[config.mk]
export PLATFORM = sky130hd
export DESIGN_NAME = dram_bank_timer
export DESIGN_NICKNAME = d
export VERILOG_FILES = /design/src/rtl/dram_bank_timer.sv
export SDC_FILE = /design/constraint.sdc
export NUM_CORES = 1
export LEC_CHECK = 0
export ABC_AREA = 1
export CELL_PAD_IN_SITES_DETAIL_PLACEMENT = 0
export CELL_PAD_IN_SITES_GLOBAL_PLACEMENT = 2
export CORE_AREA = 2 2 332 334
export CTS_BUF_LIST = sky130_fd_sc_hd__clkbuf_16
export DETAILED_ROUTE_END_ITERATION = 6
export DIE_AREA = 0 0 334 336
export PLACE_DENSITY = 0.9
export SLEW_MARGIN = 20
export SYNTH_ARGS = -nofsm -noshare
export SYNTH_HDL_FRONTEND = slang
export SYNTH_SLANG_ARGS = --single-unit
[constraint.sdc]
create_clock -name CLK -period 3.1 [get_ports CLK]
set_clock_uncertainty 0.1 [all_clocks]
set_input_delay 0.31 -clock CLK [delete_from_list [all_inputs] [get_ports CLK]]
set_output_delay 0.31 -clock CLK [all_outputs]
set_load 0.005 [all_outputs]
[src/rtl/dram_bank_timer.sv]
// Per-bank DDR4 state and timing tracker: records issued ACT/RD/WR/PRE per bank and
// answers a combinational legality query against tRCD/tRP/tRAS/tCCD/tRRD/tFAW.
module dram_bank_timer #(
    parameter int N_BG    = 4,
    parameter int N_BA    = 4,
    parameter int ROW_W   = 15,
    parameter int CNT_W   = 8,
    parameter int T_RCD   = 12,
    parameter int T_RP    = 10,
    parameter int T_RAS   = 19,
    parameter int T_CCD_S = 4,
    parameter int T_CCD_L = 5,
    parameter int T_RRD_S = 4,
    parameter int T_RRD_L = 4,
    parameter int T_FAW   = 25
) (
    input  logic                      CLK,
    input  logic                      nRST,
    input  logic                      cmd_valid,
    input  logic [1:0]                cmd_type,
    input  logic [$clog2(N_BG)-1:0]   cmd_bg,
    input  logic [$clog2(N_BA)-1:0]   cmd_ba,
    input  logic [ROW_W-1:0]          cmd_row,
    input  logic [1:0]                q_type,
    input  logic [$clog2(N_BG)-1:0]   q_bg,
    input  logic [$clog2(N_BA)-1:0]   q_ba,
    input  logic [ROW_W-1:0]          q_row,
    output logic                      q_ok,
    output logic                      q_hit,
    output logic [N_BG*N_BA-1:0]      bank_open,
    output logic                      err_illegal
);

    localparam int BG_W = $clog2(N_BG);
    localparam int BA_W = $clog2(N_BA);
    localparam int NB_W = BG_W + BA_W;
    localparam int NB   = N_BG * N_BA;

    localparam logic [1:0] CMD_ACT = 2'd0;
    localparam logic [1:0] CMD_RD  = 2'd1;
    localparam logic [1:0] CMD_WR  = 2'd2;
    localparam logic [1:0] CMD_PRE = 2'd3;

    localparam logic [CNT_W-1:0] LD_RCD   = CNT_W'(T_RCD - 1);
    localparam logic [CNT_W-1:0] LD_RP    = CNT_W'(T_RP - 1);
    localparam logic [CNT_W-1:0] LD_RAS   = CNT_W'(T_RAS - 1);
    localparam logic [CNT_W-1:0] LD_CCD_S = CNT_W'(T_CCD_S - 1);
    localparam logic [CNT_W-1:0] LD_CCD_L = CNT_W'(T_CCD_L - 1);
    localparam logic [CNT_W-1:0] LD_RRD_S = CNT_W'(T_RRD_S - 1);
    localparam logic [CNT_W-1:0] LD_RRD_L = CNT_W'(T_RRD_L - 1);
    localparam logic [CNT_W-1:0] LD_FAW   = CNT_W'(T_FAW - 1);

    typedef enum logic [1:0] {
        BANK_IDLE   = 2'd0,
        BANK_ACTIVE = 2'd1
    } bank_state_t;

    bank_state_t       bank_state_r [NB];
    logic [ROW_W-1:0]  row_r        [NB];
    logic [CNT_W-1:0]  rcd_r        [NB];
    logic [CNT_W-1:0]  ras_r        [NB];
    logic [CNT_W-1:0]  rp_r         [NB];
    logic [CNT_W-1:0]  ccd_l_r      [N_BG];
    logic [CNT_W-1:0]  rrd_l_r      [N_BG];
    logic [CNT_W-1:0]  ccd_s_r;
    logic [CNT_W-1:0]  rrd_s_r;
    logic [CNT_W-1:0]  faw_r        [4];
    logic [1:0]        faw_ptr_r;
    logic              err_r;

    logic              faw_free_s;
    logic              cmd_legal_s;
    logic              fire_s;
    logic [NB_W-1:0]   cmd_idx_s;
    logic [NB_W-1:0]   q_idx_s;

    // Saturating down-count shared by every timer.
    function automatic logic [CNT_W-1:0] dec_f(input logic [CNT_W-1:0] v);
        logic [CNT_W-1:0] r;
        if (v == '0) begin
            r = '0;
        end else begin
            r = v - CNT_W'(1);
        end
        return r;
    endfunction

    // Legality of a command against the current (pre-update) state.
    function automatic logic legal_f(input logic [1:0] typ, input logic [BG_W-1:0] bg,
                                     input logic [BA_W-1:0] ba);
        logic [NB_W-1:0] idx;
        logic            ok;
        idx = {bg, ba};
        ok  = 1'b0;
        case (typ)
            CMD_ACT: ok = (bank_state_r[idx] == BANK_IDLE) && (rp_r[idx] == '0) &&
                          (rrd_l_r[bg] == '0) && (rrd_s_r == '0) && faw_free_s;
            CMD_RD,
            CMD_WR:  ok = (bank_state_r[idx] == BANK_ACTIVE) && (rcd_r[idx] == '0) &&
                          (ccd_l_r[bg] == '0) && (ccd_s_r == '0);
            CMD_PRE: ok = (bank_state_r[idx] == BANK_ACTIVE) && (ras_r[idx] == '0);
            default: ok = 1'b0;
        endcase
        return ok;
    endfunction

    // The oldest ring entry always holds the smallest count, so any zero frees a slot.
    always_comb begin
        faw_free_s = 1'b0;
        for (int i = 0; i < 4; i++) begin
            if (faw_r[i] == '0) begin
                faw_free_s = 1'b1;
            end else begin
                faw_free_s = faw_free_s;
            end
        end
    end

    // Query answer and issued-command qualification.
    always_comb begin
        cmd_idx_s   = {cmd_bg, cmd_ba};
        q_idx_s     = {q_bg, q_ba};
        cmd_legal_s = legal_f(cmd_type, cmd_bg, cmd_ba);
        fire_s      = cmd_valid & cmd_legal_s;
        q_ok        = legal_f(q_type, q_bg, q_ba);
        q_hit       = (bank_state_r[q_idx_s] == BANK_ACTIVE) && (row_r[q_idx_s] == q_row);
    end

    // Bank-open vector straight from the bank state registers.
    always_comb begin
        bank_open = '0;
        for (int i = 0; i < NB; i++) begin
            bank_open[i] = (bank_state_r[i] == BANK_ACTIVE);
        end
    end

    assign err_illegal = err_r;

    // Per-bank state, open row and rcd/ras/rp timers.
    always_ff @(posedge CLK or negedge nRST) begin
        if (!nRST) begin
            for (int i = 0; i < NB; i++) begin
                bank_state_r[i] <= BANK_IDLE;
                row_r[i]        <= '0;
                rcd_r[i]        <= '0;
                ras_r[i]        <= '0;
                rp_r[i]         <= '0;
            end
        end else begin
            for (int i = 0; i < NB; i++) begin
                rcd_r[i] <= dec_f(rcd_r[i]);
                ras_r[i] <= dec_f(ras_r[i]);
                rp_r[i]  <= dec_f(rp_r[i]);
                if (fire_s && (cmd_idx_s == NB_W'(i))) begin
                    case (cmd_type)
                        CMD_ACT: begin
                            bank_state_r[i] <= BANK_ACTIVE;
                            row_r[i]        <= cmd_row;
                            rcd_r[i]        <= LD_RCD;
                            ras_r[i]        <= LD_RAS;
                        end
                        CMD_PRE: begin
                            bank_state_r[i] <= BANK_IDLE;
                            rp_r[i]         <= LD_RP;
                        end
                        default: begin
                        end
                    endcase
                end
            end
        end
    end

    // Per-bank-group ccd_l/rrd_l timers.
    always_ff @(posedge CLK or negedge nRST) begin
        if (!nRST) begin
            for (int g = 0; g < N_BG; g++) begin
                ccd_l_r[g] <= '0;
                rrd_l_r[g] <= '0;
            end
        end else begin
            for (int g = 0; g < N_BG; g++) begin
                ccd_l_r[g] <= dec_f(ccd_l_r[g]);
                rrd_l_r[g] <= dec_f(rrd_l_r[g]);
                if (fire_s && (cmd_bg == BG_W'(g))) begin
                    case (cmd_type)
                        CMD_ACT:        rrd_l_r[g] <= LD_RRD_L;
                        CMD_RD, CMD_WR: ccd_l_r[g] <= LD_CCD_L;
                        default: begin
                        end
                    endcase
                end
            end
        end
    end

    // Global ccd_s/rrd_s timers, four-activate window ring and the error pulse.
    always_ff @(posedge CLK or negedge nRST) begin
        if (!nRST) begin
            ccd_s_r   <= '0;
            rrd_s_r   <= '0;
            faw_ptr_r <= 2'd0;
            err_r     <= 1'b0;
            for (int i = 0; i < 4; i++) begin
                faw_r[i] <= '0;
            end
        end else begin
            ccd_s_r <= dec_f(ccd_s_r);
            rrd_s_r <= dec_f(rrd_s_r);
            err_r   <= cmd_valid & ~cmd_legal_s;
            for (int i = 0; i < 4; i++) begin
                faw_r[i] <= dec_f(faw_r[i]);
            end
            if (fire_s) begin
                case (cmd_type)
                    CMD_ACT: begin
                        rrd_s_r          <= LD_RRD_S;
                        faw_r[faw_ptr_r] <= LD_FAW;
                        faw_ptr_r        <= faw_ptr_r + 2'd1;
                    end
                    CMD_RD, CMD_WR: ccd_s_r <= LD_CCD_S;
                    default: begin
                    end
                endcase
            end
        end
    end

endmodule
==> impl_metrics.env, run 1 <==
export IMPL_synthTopCellsByArea="dfrtp_1 46%, nand2_1 13%, nor2_1 7.4%"
export IMPL_status="complete, but fails checks"
export IMPL_synth_cells_most_frequent="1444 x nand2_1, 806 x nor2_1, 755 x dfrtp_1"
export IMPL_worstPathArrival_ns=2.85
export IMPL_cap_violations=0
export IMPL_finalInstanceArea_um2=52400
export IMPL_critPathCaptureType="output pin"
export IMPL_fill_cells=10600
export IMPL_num_vias=37400
export IMPL_port_buffer_count=63
export IMPL_dpl_cell_area_um2=46700
export IMPL_max_stage_delay_ns=0.41
export IMPL_die_y_um=336
export IMPL_synth_top_flop_cell="dfrtp_1"
export IMPL_slew_violations=0
export IMPL_yosysMostFrequentCell="nand2_1"
export IMPL_wl_mm=132
export IMPL_dp_hpwl_mm=92.7
export IMPL_die_area_um2=112000
export IMPL_syn_to_final_growth_pct=27.6
export IMPL_power_density_nw_per_um2=751
export IMPL_start_util=0.379
export IMPL_syn_num_nets=5638
export IMPL_coreArea_um2=108000
export IMPL_cts_sinks=755
export IMPL_yosys_register_bits=755
export IMPL_critPathMaxFanout=2
export IMPL_violations="setup timing"
export IMPL_synthArstFlopShare=1.00
export IMPL_ant_nets=0
export IMPL_period_share=1.05
export IMPL_synth_edf_count=0
export IMPL_rsz0062_at_grt="yes"
export IMPL_globalplace_congestion=0.918
export IMPL_start_kind="flip-flop"
export IMPL_syn_cell_area_um2=41100
export IMPL_path_clk_slew_ns=0.06
export IMPL_drt_initial_drc_count=3077
export IMPL_vias_per_cell=5.01
export IMPL_numCtsBuffers=90
export IMPL_antenna_found_initial=0
export IMPL_ys_seq_area_frac=0.460
export IMPL_crit_path_top_delay_cell="dfrtp_1"
export IMPL_yosysTopAreaCell="dfrtp_1"
export IMPL_fp_dieW_um=334
export IMPL_relSlewSlack=0.130
export IMPL_cp_data_required_time_ns=2.69
export IMPL_critPathKind="flip-flop to output pin"
export IMPL_period_minus_slack_ns=3.26
export IMPL_wl_per_cell_um=17.7
export IMPL_cts_tree="yes"
export IMPL_worstMarginPinSlew_ns=1.30
export IMPL_worstHoldPathType="primary input to asynchronous set/reset pin"
export IMPL_fmaxAchievable_mhz=307
export IMPL_drc_errors=0
export IMPL_finalSetupTns_ns=-0.888
export IMPL_setup_viol=23
export IMPL_synthesis_instances=5464
export IMPL_pre_cts_ws_ns=-0.756
export IMPL_grt_remaining_overflow=0
export IMPL_cts_buffer_depth=3
export IMPL_pin_count=64
export IMPL_yosys_warnings=0
export IMPL_avgSynthCellArea_um2=7.52
export IMPL_diodes=0
export IMPL_grt_start_max_net_pins=72
export IMPL_clk_latency_ns=0.67
export IMPL_ir_drop_mv=0.413
export IMPL_htree_levels=3
export IMPL_grt_pass1_wl_mm=200
export IMPL_crit_chain="nor2_4 -> nand3_4 -> nor3_4 -> nand2_2 -> nor2_4 -> nand2_2 -> a211oi_2 -> buf_4 -> o21ai_2 -> nand2_2 -> nand3_2 -> nand2_1 -> nand2_1 -> nand2_2 -> buf_6"
export IMPL_whs_ns=0.120
export IMPL_grt_pass1_vias=35000
export IMPL_synth_top_area_share=0.460
export IMPL_p_total_w=0.0394
export IMPL_hold_viol_final=0
export IMPL_finalWorstSetupSlack_ns=-0.161
export IMPL_drive_gt1_frac=0.178
export IMPL_track_usage=0.225
export IMPL_row_count=121
export IMPL_nets=6146
export IMPL_cts_root_buf="clkbuf_16"
export IMPL_critPathMostFrequentCell="nand2_2"
export IMPL_p_leak_nw=26.8
export IMPL_firstDrtPassIters=6
export IMPL_synthDistinctLibCells=47
## per-layer routing
| layer | track usage | vias to the layer above | wire length [µm] |
|---|---|---|---|
| met2 | 0.344 | 999 | 58400 |
| met5 | 0 | - | 0 |
| li1 | - | 18400 | - |
| met1 | 0.331 | 17800 | 61700 |
| met3 | 0.0396 | 189 | 8420 |
| met4 | 0.0510 | 0 | 3070 |
## power by group
part / internal (W) / switching [W]
logic: 0.00599 / 0.00786
clock network: 0.00580 / 0.00434
registers: 0.0128 / 0.00259
## metrics by stage
stage          instances  utilization
6_report            7455        0.483
5_1_grt             7455        0.483
4_1_cts             7396        0.463
3_5_place_dp        7193        0.431
3_3_place_gp        7193        0.431
2_1_floorplan       5464            -
## critical path: cells and delay by family (launching register included)
kind | cells | cell delay (ns)
AO/OA/AOI/OAI | 2 | 0.21
buffers and inverters | 2 | 0.25
flip-flops | 1 | 0.41
AND/OR/NAND/NOR | 11 | 1.32
## worst paths after layout
path                        startpoint         end  slack, ns  depth (start not counted)
setup / recovery           ccd_l_r[26]        q_ok      -0.16                         15
hold / removal                    nRST   faw_r[10]       0.12                          2
setup reg to reg             ras_r[94]  row_r[221]      -0.09                         22
hold reg to reg               ras_r[8]    ras_r[8]       0.32                          1
max in group asynchronous         nRST  row_r[236]       1.79                          4
min in group CLK              ras_r[8]    ras_r[8]       0.32                          1
## cell type report
class                      instances  area (µm²)  share of cell area
clock buffer                      91        2280              0.0435
timing repair buffer             608        6110               0.117
tap                             1414        1770              0.0338
multi-input combinational       3906       20600               0.392
inverter                         611        2320              0.0442
sequential                       755       18900               0.360
clock inverter                    70         487             0.00929
## kinds of logic (layout without fill, tap and decap cells)
logic type / Yosys count / in the layout / share of synthesized area
adders and majority gates: 129 / 129 / 0.0393
DFF: 755 / 755 / 0.460
and+or+nand+nor: 2893 / 2893 / 0.291
xor gates and xnor gates: 233 / 233 / 0.0497
buffers and inverters: 803 / 1380 / 0.0753
AOI/OAI and AO/OA: 651 / 651 / 0.0846
## repair_timing
action	4_1_cts	5_1_grt
hold buffers	1	0
buffers inserted	40	37
pin swaps	35	83
hold endpoints to repair	95	0
gates resized for setup	98	464
endpoints found under the setup margin	227	583
cloned	4	23
## placed cells by master, fill, tap and decap left out, drive strengths merged, types with 3 or more instances in the layout
cell type / count
xnor2: 111
a21o: 4
nand4: 95
o21bai: 5
a31oi: 3
clkinv: 40
o31ai: 10
inv: 634
a211oi: 3
xor2: 122
buf: 529
clkdlybuf4s50: 56
a31o: 5
o22ai: 17
a21oi: 183
o21ai: 382
a22oi: 9
a32o: 3
o2111ai: 3
o221ai: 3
nor3: 123
or2: 42
o211ai: 11
ha: 129
nand3: 336
nor2: 814
nand2: 1445
clkbuf: 111
o41ai: 3
dfrtp: 755
a21boi: 3
bufinv: 6
and2: 8
nand3b: 6
nor4: 21
## registers in the layout (all words and copies together), names as in the netlist
signal,flops
bank_state_r,16
ccd_l_r,32
ccd_s_r,8
err_illegal,1
faw_ptr_r,2
faw_r,32
ras_r,128
rcd_r,128
row_r,240
rp_r,128
rrd_l_r,32
rrd_s_r,8
No activity file was read; power rests on OpenSTA's default activity.
==> run 2, diff against run 1 <==
Settings changed: CAP_MARGIN from default to 5, CTS_BUF_LIST sky130_fd_sc_hd__clkbuf_16 to default, CTS_CLUSTER_DIAMETER from default to 150.
==> impl_metrics.env, run 2 (synthesized netlist as in run 1, its figures left out) <==
export IMPL_status="complete, but fails checks"
export IMPL_violations="setup timing"
export IMPL_wl_per_cell_um=17.7
export IMPL_critPathKind="flip-flop to flip-flop"
export IMPL_dp_hpwl_mm=92.7
export IMPL_worstMarginPinSlew_ns=1.03
export IMPL_grt_remaining_overflow=0
export IMPL_utilization=0.483
export IMPL_clk_latency_ns=0.68
export IMPL_ant_nets=0
export IMPL_largest_register_ffs=240
export IMPL_grt_pass1_vias=35100
export IMPL_die_y_um=336
export IMPL_setup_viol=148
export IMPL_wl_mm=132
export IMPL_period_share=1.06
export IMPL_globalplace_congestion=0.918
export IMPL_start_kind="flip-flop"
export IMPL_hold_viol_final=0
export IMPL_cts_tree="yes"
export IMPL_cp_data_required_time_ns=3.61
export IMPL_rsz0062_at_grt="yes"
export IMPL_fill_cells=10600
export IMPL_firstDrtPassIters=6
export IMPL_start_util=0.379
export IMPL_port_buffer_count=63
export IMPL_power_density_nw_per_um2=765
export IMPL_htree_levels=3
export IMPL_period_minus_slack_ns=3.27
export IMPL_nets=6149
export IMPL_cts_sinks=755
export IMPL_drt_initial_drc_count=3120
export IMPL_path_clk_slew_ns=0.06
export IMPL_regMostFlops="row_r"
export IMPL_numCtsBuffers=90
export IMPL_slew_violations=0
export IMPL_mostFrequentLayoutCell="nand2_1"
export IMPL_drc_errors=0
export IMPL_pin_count=64
export IMPL_relSlewSlack=0.309
export IMPL_cts_buffer_depth=3
export IMPL_worstRegToRegCells=24
export IMPL_ir_drop_mv=0.414
export IMPL_cts_root_buf="clkbuf_16"
export IMPL_final_cell_mix="1359 x nand2_1, 755 x dfrtp_1, 734 x nor2_1"
export IMPL_track_usage=0.226
export IMPL_finalWorstSetupSlack_ns=-0.175
export IMPL_num_vias=37300
export IMPL_die_area_um2=112000
export IMPL_antenna_found_initial=0
export IMPL_grt_pass1_wl_mm=200
export IMPL_grt_start_max_net_pins=72
export IMPL_critPathMaxFanout=7
export IMPL_finalSetupTns_ns=-9.80
export IMPL_worstHoldPathType="primary input to asynchronous set/reset pin"
export IMPL_row_count=121
export IMPL_coreArea_um2=108000
export IMPL_syn_to_final_growth_pct=27.4
export IMPL_fp_dieW_um=334
export IMPL_worstPathArrival_ns=3.79
export IMPL_cap_violations=0
export IMPL_diodes=0
export IMPL_p_leak_nw=26.5
export IMPL_fmaxAchievable_mhz=305
export IMPL_critPathCaptureType="flip-flop"
export IMPL_drive_gt1_frac=0.161
export IMPL_vias_per_cell=5.01
==> run 2: cell count changes in the layout (fill, tap and decap cells not counted), sizes merged <==
cell | previous run | this run
clkinvlp | 1 | 0
clkbuf | 111 | 160
clkinv | 40 | 19
inv | 634 | 609
buf | 529 | 530
==> run 2: worst paths after layout <==
check	end	slack (ns)	startpoint
worst min register to register	ras_r[8]	0.32	ras_r[8]
worst max-delay path	row_r[57]	-0.17	ccd_l_r[26]
max in group asynchronous	row_r[233]	1.79	nRST
worst min-delay path	faw_r[10]	0.11	nRST
min in group CLK	ras_r[8]	0.32	ras_r[8]
worst max register to register	row_r[57]	-0.17	ccd_l_r[26]
==> run 2: layer usage <==
metal / track usage / vias up / share of wire
li1: - / 18400 / -
met1: 0.330 / 17800 / 0.47
met4: 0.0530 / 0 / 0.023
met2: 0.345 / 962 / 0.45
met5: 0 / - / 0
met3: 0.0411 / 191 / 0.064
==> run 2: report_power, final <==
part | total [W] | switching, W | internal (W)
combinational | 0.0139 | 0.00786 | 0.00600
clock | 0.0108 | 0.00435 | 0.00643
sequential | 0.0154 | 0.00259 | 0.0128
==> run 2: stage by stage <==
step           worst slack (ns)  cell area, µm²  cells  power [W]  hold slack (ns)
2_1_floorplan             0.328           41100   5464     0.0241          -0.0856
3_3_place_gp             -0.765           46700   7193     0.0282            0.232
3_5_place_dp             -0.756           46700   7193     0.0284            0.241
4_1_cts                  -0.138           50500   7403     0.0398            0.127
5_1_grt                  -0.343           52300   7458     0.0430            0.157
6_report                 -0.175           52300   7458     0.0400            0.113
==> run 2: repair_timing <==
action                                  in CTS  in global routing
buffers inserted                            45                 29
endpoints found under the hold margin       96                  0
cloned                                       6                 29
resized for setup                          107                341
hold buffers                                 1                  0
endpoints found under the setup margin     230                637
pin swaps                                   37                 74
==> run 2: cell type report <==
type	instances	area, µm²	share of cell area
Multi-Input combinational cell	3906	20100	0.385
Sequential cell	755	18900	0.361
Timing Repair Buffer	611	6190	0.118
Clock buffer	138	2670	0.0511
Inverter	611	2340	0.0448
Tap cell	1414	1770	0.0338
Clock inverter	23	310	0.00593
==> run 2: worst max-delay path, cell delays in order (launching register included) <==
cell	delay [ns]
dfrtp_1	0.40
nor2_4	0.17
nand3_4	0.11
buf_4	0.15
buf_6	0.10
buf_6	0.11
o21ai_4	0.13
buf_6	0.13
nand2_4	0.05
nor2_4	0.08
nand3_2	0.07
nor2_2	0.10
nand2_1	0.07
nand2_2	0.09
nand2_2	0.06
nand2_4	0.07
buf_6	0.11
buf_6	0.10
nand4_1	0.10
buf_6	0.20
buf_6	0.12
nor2_4	0.23
clkbuf_16	0.22
nand2_1	0.05
nand2_1	0.10
